===== src/rtl/tcb_gpio_pkg.sv =====
// Shared types and default widths for the GPIO input-conditioning blocks.
// tcb_gpio_dbc_bit_t holds one bit's filter state: the stability counter and the accepted level.
package tcb_gpio_pkg;

  localparam int unsigned GPIO_GW = 32;
  localparam int unsigned GPIO_CW = 8;

  typedef struct packed {
    logic [GPIO_CW-1:0] cfg_len;
  } tcb_gpio_dbc_cfg_t;

  typedef struct packed {
    logic [GPIO_CW-1:0] cnt;
    logic               flt;
  } tcb_gpio_dbc_bit_t;

endpackage : tcb_gpio_pkg


===== src/rtl/tcb_gpio_debounce_bit.sv =====
// One-bit stability filter: a changed level is accepted after it has held cfg_len+1 cycles.
// On acceptance it emits a registered rise or fall pulse in the same cycle the filtered level changes.
module tcb_gpio_debounce_bit
  import tcb_gpio_pkg::*;
(
  input  logic              clk,
  input  logic              rst,
  input  tcb_gpio_dbc_cfg_t cfg_i,
  input  logic              syn_i,
  output logic              flt_o,
  output logic              rise_o,
  output logic              fall_o
);

  tcb_gpio_dbc_bit_t st_q, st_d;
  logic              rise_q, rise_d;
  logic              fall_q, fall_d;

  always_comb begin
    // NOTE: every signal driven here gets a default first, so no path can infer a latch.
    st_d   = st_q;
    rise_d = 1'b0;
    fall_d = 1'b0;
    if (syn_i == st_q.flt) begin
      st_d.cnt = '0;
    end else if (st_q.cnt >= cfg_i.cfg_len) begin
      // >= rather than == so lowering cfg_len mid-count still accepts on the next cycle
      st_d.flt = syn_i;
      st_d.cnt = '0;
      rise_d   = syn_i;
      fall_d   = ~syn_i;
    end else begin
      st_d.cnt = st_q.cnt + 1'b1;
    end
  end

  always_ff @(posedge clk) begin
    // NOTE: state registers use non-blocking assignments so all flops update from pre-edge values.
    if (rst) begin
      st_q   <= '0;
      rise_q <= 1'b0;
      fall_q <= 1'b0;
    end else begin
      st_q   <= st_d;
      rise_q <= rise_d;
      fall_q <= fall_d;
    end
  end

  assign flt_o  = st_q.flt;
  assign rise_o = rise_q;
  assign fall_o = fall_q;

endmodule : tcb_gpio_debounce_bit


===== src/rtl/tcb_gpio_debounce.sv =====
// GPIO input conditioning: CFG_CDC-stage synchronizer, per-bit glitch filter, rise/fall pulses.
// Define TCB_GPIO_DEBOUNCE_IRQ_EN to add sticky edge status and a level irq output. CW must not exceed GPIO_CW.
module tcb_gpio_debounce
  import tcb_gpio_pkg::*;
#(
  parameter int unsigned GW      = GPIO_GW,
  parameter int unsigned CW      = GPIO_CW,
  parameter int unsigned CFG_CDC = 2
) (
  input  logic          clk,
  input  logic          rst,
  input  logic [CW-1:0] cfg_len,
  input  logic [GW-1:0] gpio_i,
`ifdef TCB_GPIO_DEBOUNCE_IRQ_EN
  input  logic [GW-1:0] irq_ena,
  input  logic [GW-1:0] irq_clr,
  output logic [GW-1:0] irq_sts,
  output logic          irq,
`endif
  output logic [GW-1:0] flt_o,
  output logic [GW-1:0] rise_o,
  output logic [GW-1:0] fall_o
);

  logic [GW-1:0]     syn;
  tcb_gpio_dbc_cfg_t cfg;

  assign cfg.cfg_len = GPIO_CW'(cfg_len);

  generate
    if (CFG_CDC == 0) begin : g_no_cdc
      assign syn = gpio_i;
    end else begin : g_cdc
      logic [GW-1:0] syn_q [CFG_CDC];

      always_ff @(posedge clk) begin
        // NOTE: the synchronizer chain is a handful of flops, not a RAM, so it is reset with everything else.
        if (rst) begin
          for (int i = 0; i < CFG_CDC; i++) syn_q[i] <= '0;
        end else begin
          syn_q[0] <= gpio_i;
          for (int i = 1; i < CFG_CDC; i++) syn_q[i] <= syn_q[i-1];
        end
      end

      assign syn = syn_q[CFG_CDC-1];
    end
  endgenerate

  for (genvar g = 0; g < GW; g++) begin : g_bit
    tcb_gpio_debounce_bit u_bit (
      .clk    (clk),
      .rst    (rst),
      .cfg_i  (cfg),
      .syn_i  (syn[g]),
      .flt_o  (flt_o[g]),
      .rise_o (rise_o[g]),
      .fall_o (fall_o[g])
    );
  end

`ifdef TCB_GPIO_DEBOUNCE_IRQ_EN
  logic [GW-1:0] irq_sts_q, irq_sts_d;
  logic          irq_q;

  // a new enabled edge sets status even when a clear arrives in the same cycle
  always_comb irq_sts_d = (irq_sts_q & ~irq_clr) | ((rise_o | fall_o) & irq_ena);

  always_ff @(posedge clk) begin
    if (rst) begin
      irq_sts_q <= '0;
      irq_q     <= 1'b0;
    end else begin
      irq_sts_q <= irq_sts_d;
      irq_q     <= |irq_sts_q;
    end
  end

  assign irq_sts = irq_sts_q;
  assign irq     = irq_q;
`endif

endmodule : tcb_gpio_debounce


===== config.mk =====
export PLATFORM = sky130hd
export DESIGN_NAME = tcb_gpio_debounce
export DESIGN_NICKNAME = d
export VERILOG_FILES = /design/src/rtl/tcb_gpio_pkg.sv /design/src/rtl/tcb_gpio_debounce_bit.sv /design/src/rtl/tcb_gpio_debounce.sv
export SDC_FILE = /design/constraint.sdc
export NUM_CORES = 1
export LEC_CHECK = 0
export ABC_AREA = 1
export BUFFER_PORTS_ARGS = -buffer_cell sky130_fd_sc_hd__buf_2
export CAP_MARGIN = 10
export CORE_MARGIN = 4
export CORE_UTILIZATION = 40
export DETAILED_ROUTE_END_ITERATION = 10
export PLACE_DENSITY_LB_ADDON = 0.08
export SLEW_MARGIN = 20
export SYNTH_ARGS = -nofsm -noshare
export SYNTH_HDL_FRONTEND = slang
export SYNTH_SLANG_ARGS = --single-unit

===== constraint.sdc =====
create_clock -name clk -period 2.3 [get_ports clk]
set_input_delay 0.46 -clock clk [delete_from_list [all_inputs] [get_ports clk]]
set_output_delay 0.46 -clock clk [all_outputs]
set_load 0.005 [all_outputs]

==> results.sh <==
export IMPL_final_nets=3244
export IMPL_synth_flop_cell="dfxtp_1"
export IMPL_gp_congestion=0.740
export IMPL_worst_slew_pin_slew_ns=0.321
export IMPL_final_seq_area_sq_um=8330
export IMPL_max_cap_violations=0
export IMPL_cts_resized=0
export IMPL_drt_wl_total_microns=44900
export IMPL_area_growth_pct=12.8
export IMPL_wl_per_cell_microns=12.1
export IMPL_cp_slowest_cell="dfxtp_1"
export IMPL_path_cells="buf_2"
export IMPL_synth_distinct_cells=29
export IMPL_yosysTopAreaCell="dfxtp_1"
export IMPL_slowest_delay_ns=0.46
export IMPL_dpl_hpwl_microns=31100
export IMPL_cts_tree="built"
export IMPL_initial_core_util=0.405
export IMPL_p_clk_frac=0.503
export IMPL_setup_tns_ns=0
export IMPL_netlist_area_sq_um=22400
export IMPL_synthCells=2815
export IMPL_hp_class="in2reg"
export IMPL_viasPerCell=4.45
export IMPL_drc=0
export IMPL_io_buffers=137
export IMPL_critPathBufInv=1
export IMPL_total_leakage_power_nw=11.6
export IMPL_postCtsHoldBufs=0
export IMPL_ios=138
export IMPL_status="finished, final reports clean"
export IMPL_power_switching_mw=3.75
export IMPL_die_area_sq_um=59800
export IMPL_swShare=0.228
export IMPL_worstPathMaxFanout=3
export IMPL_cts_root_buf="clkbuf_16"
export IMPL_peakVddDrop_mv=0.476
export IMPL_synth_edf_count=0
export IMPL_netlist_top_cells_area="dfxtp_1 (37%), ha_1 (16%), nor2_1 (9.5%)"
export IMPL_grt_use_total=0.153
export IMPL_r2r_slack_ns=0.73
export IMPL_place_area_sq_um=23500
export IMPL_worstSetupEndpointType="primary output"
export IMPL_finalHoldViolations=0
export IMPL_post_route_min_period_ns=1.68
export IMPL_avgSynthCellArea_sq_um=7.94
export IMPL_internal_power_mw=12.7
export IMPL_yosysWarnings=0
export IMPL_clkSinkCount=416
export IMPL_die_h_microns=244
export IMPL_power_density_nw_per_um2=652
export IMPL_fp_dieW_microns=244
export IMPL_rr_worst_depth=9
export IMPL_first_iter_violations=622
export IMPL_max_clock_freq_mhz=594
export IMPL_synth_nets=3145
export IMPL_drive_above_1_share=0.124
export IMPL_synthArstFlopShare=0
export IMPL_path_clk_slew_ns=0.06
export IMPL_fill_cells=5397
export IMPL_htreeDepth=2
export IMPL_path_delay_family="flip-flops"
export IMPL_p_seq_frac=0.446
export IMPL_stdcell_area_sq_um=25200
export IMPL_ys_ff_latch=416
export IMPL_cts_setup_buffers=0
export IMPL_grt_max_degree=41
export IMPL_core_area_sq_um=55200
export IMPL_grt_pass1_wl_microns=76800
export IMPL_insertion_delay_ns=0.60
export IMPL_hold_depth=3
export IMPL_worstPathRequired_ns=1.84
export IMPL_synth_top_area_frac=0.372
export IMPL_ant_nets=0
export IMPL_cts_buffers=50
export IMPL_first_pass_iters=4
export IMPL_combPwrFrac=0.051
export IMPL_setup_viol=0
export IMPL_antenna_found_initial=0
export IMPL_grt_pass1_vias=15992
export IMPL_antenna_cells=0
export IMPL_rows=86
export IMPL_arrival_ns=1.22
export IMPL_grt_ovfl_total=0
export IMPL_maxSlewHeadroom=0.785
export IMPL_fin_total_pwr_mw=16.4
export IMPL_post_route_period_util=0.732
export IMPL_cts_path_max_buffers=3
export IMPL_rsz0062_at_grt="no"
export IMPL_num_vias=16472
export IMPL_worstSetupStartpointType="flip-flop"
export IMPL_cp_depth=1
export IMPL_slew_viol_final=0
export IMPL_clock_skew_ns=0.0165
export IMPL_crit_type="reg2out"
export IMPL_multi_input_area_sq_um=11900
export IMPL_ys_seq_area_frac=0.372
==> power groups by stage <==
stage	Clock (mW)	Sequential (mW)	Combinational, mW
finish	8.28	7.34	0.834
global route	8.88	7.34	0.986
CTS	8.60	7.34	0.861
detailed placement	0	7.49	0.858
global placement	0	7.49	0.831
floorplan	0	7.48	0.551
==> path summary, 6_finish.rpt <==
| check | start | endpoint |
|---|---|---|
| setup / recovery | g_bit[17].u_bit.flt_o | flt_o[17] |
| hold / removal | gpio_i[9] | g_cdc.syn_q[0][9] |
| setup reg to reg | g_bit[9].u_bit.st_q[1] | g_bit[9].u_bit.st_q[4] |
| hold reg to reg | g_cdc.syn_q[0][12] | g_cdc.syn_q[0][44] |
==> state kept, by name, summed over array words and instances, names as in the netlist <==
name and cells:
g_bit.u_bit.flt_o 32, g_cdc.syn_q 64, g_bit.u_bit.rise_o 32, g_bit.u_bit.fall_o 32
g_bit.u_bit.st_q 256
==> cells in the mapped netlist (all sizes together), types with 5 or more instances <==
master / n
a21o: 32
nor3: 33
dfxtp: 416
nand4: 11
a21oi: 84
xor2: 86
inv: 350
nor2: 596
xnor2: 97
nand2: 538
ha: 288
nand3: 150
nand3b: 5
or2: 17
buf: 110
==> stage by stage <==
stage,setup slack [ns],std cells,util,hold WS (ns)
floorplan,0.169,2815,-,0.388
global placement,0.166,3610,0.425,0.389
detailed placement,0.123,3610,0.425,0.394
CTS,0.573,3703,0.457,0.0165
global route,0.531,3703,0.457,0.0399
finish,0.617,3703,0.457,0.0588
==> kinds of logic after synthesis <==
group,share of synthesized area
adder cells (fa/ha/maj),0.161
AND/OR/NAND/NOR,0.267
XOR/XNOR,0.0717
buffers and inverters,0.0956
AO/OA/AOI/OAI,0.0319
flip-flops,0.372
==> layout by cell type, fill, tap and decap left out, types with 11 or more instances in the layout <==
master     Yosys  final
nand4_1       11     11
a21oi_2       13     13
nand3_2       25     25
buf_2          7    136
dfxtp_1      416    416
inv_1        350    343
a21o_1        32     32
buf_12         0     12
or2_2         11     11
xor2_1        86     86
nor3_2        21     21
nand3_4       14     14
clkbuf_8       0     14
nand3_1      111    111
a21oi_1       71     71
ha_1         288    288
nor3_1        12     12
clkbuf_16      0     50
xnor2_1       97     97
nor2_2        14     14
nand2_1      537    537
nor2_4        18     18
nor2_1       564    564
clkinv_2       0     14
==> area by class of cell <==
type | instances | share of cell area
clock buffers | 70 | 0.0582
clock inverters | 23 | 0.0113
inverters | 350 | 0.0521
multi-input cells | 1939 | 0.472
flip-flops and latches | 416 | 0.330
well taps | 748 | 0.0371
repair buffers | 157 | 0.0393
==> layer usage <==
metal  up-vias  track usage  part of all wire
met5         -            0                 0
met4         0       0.0482             0.024
met3        74       0.0270             0.037
met2       176        0.253              0.44
met1      7309        0.205              0.50
li1       8913            -                 -
(Power assumes the default switching activity.)
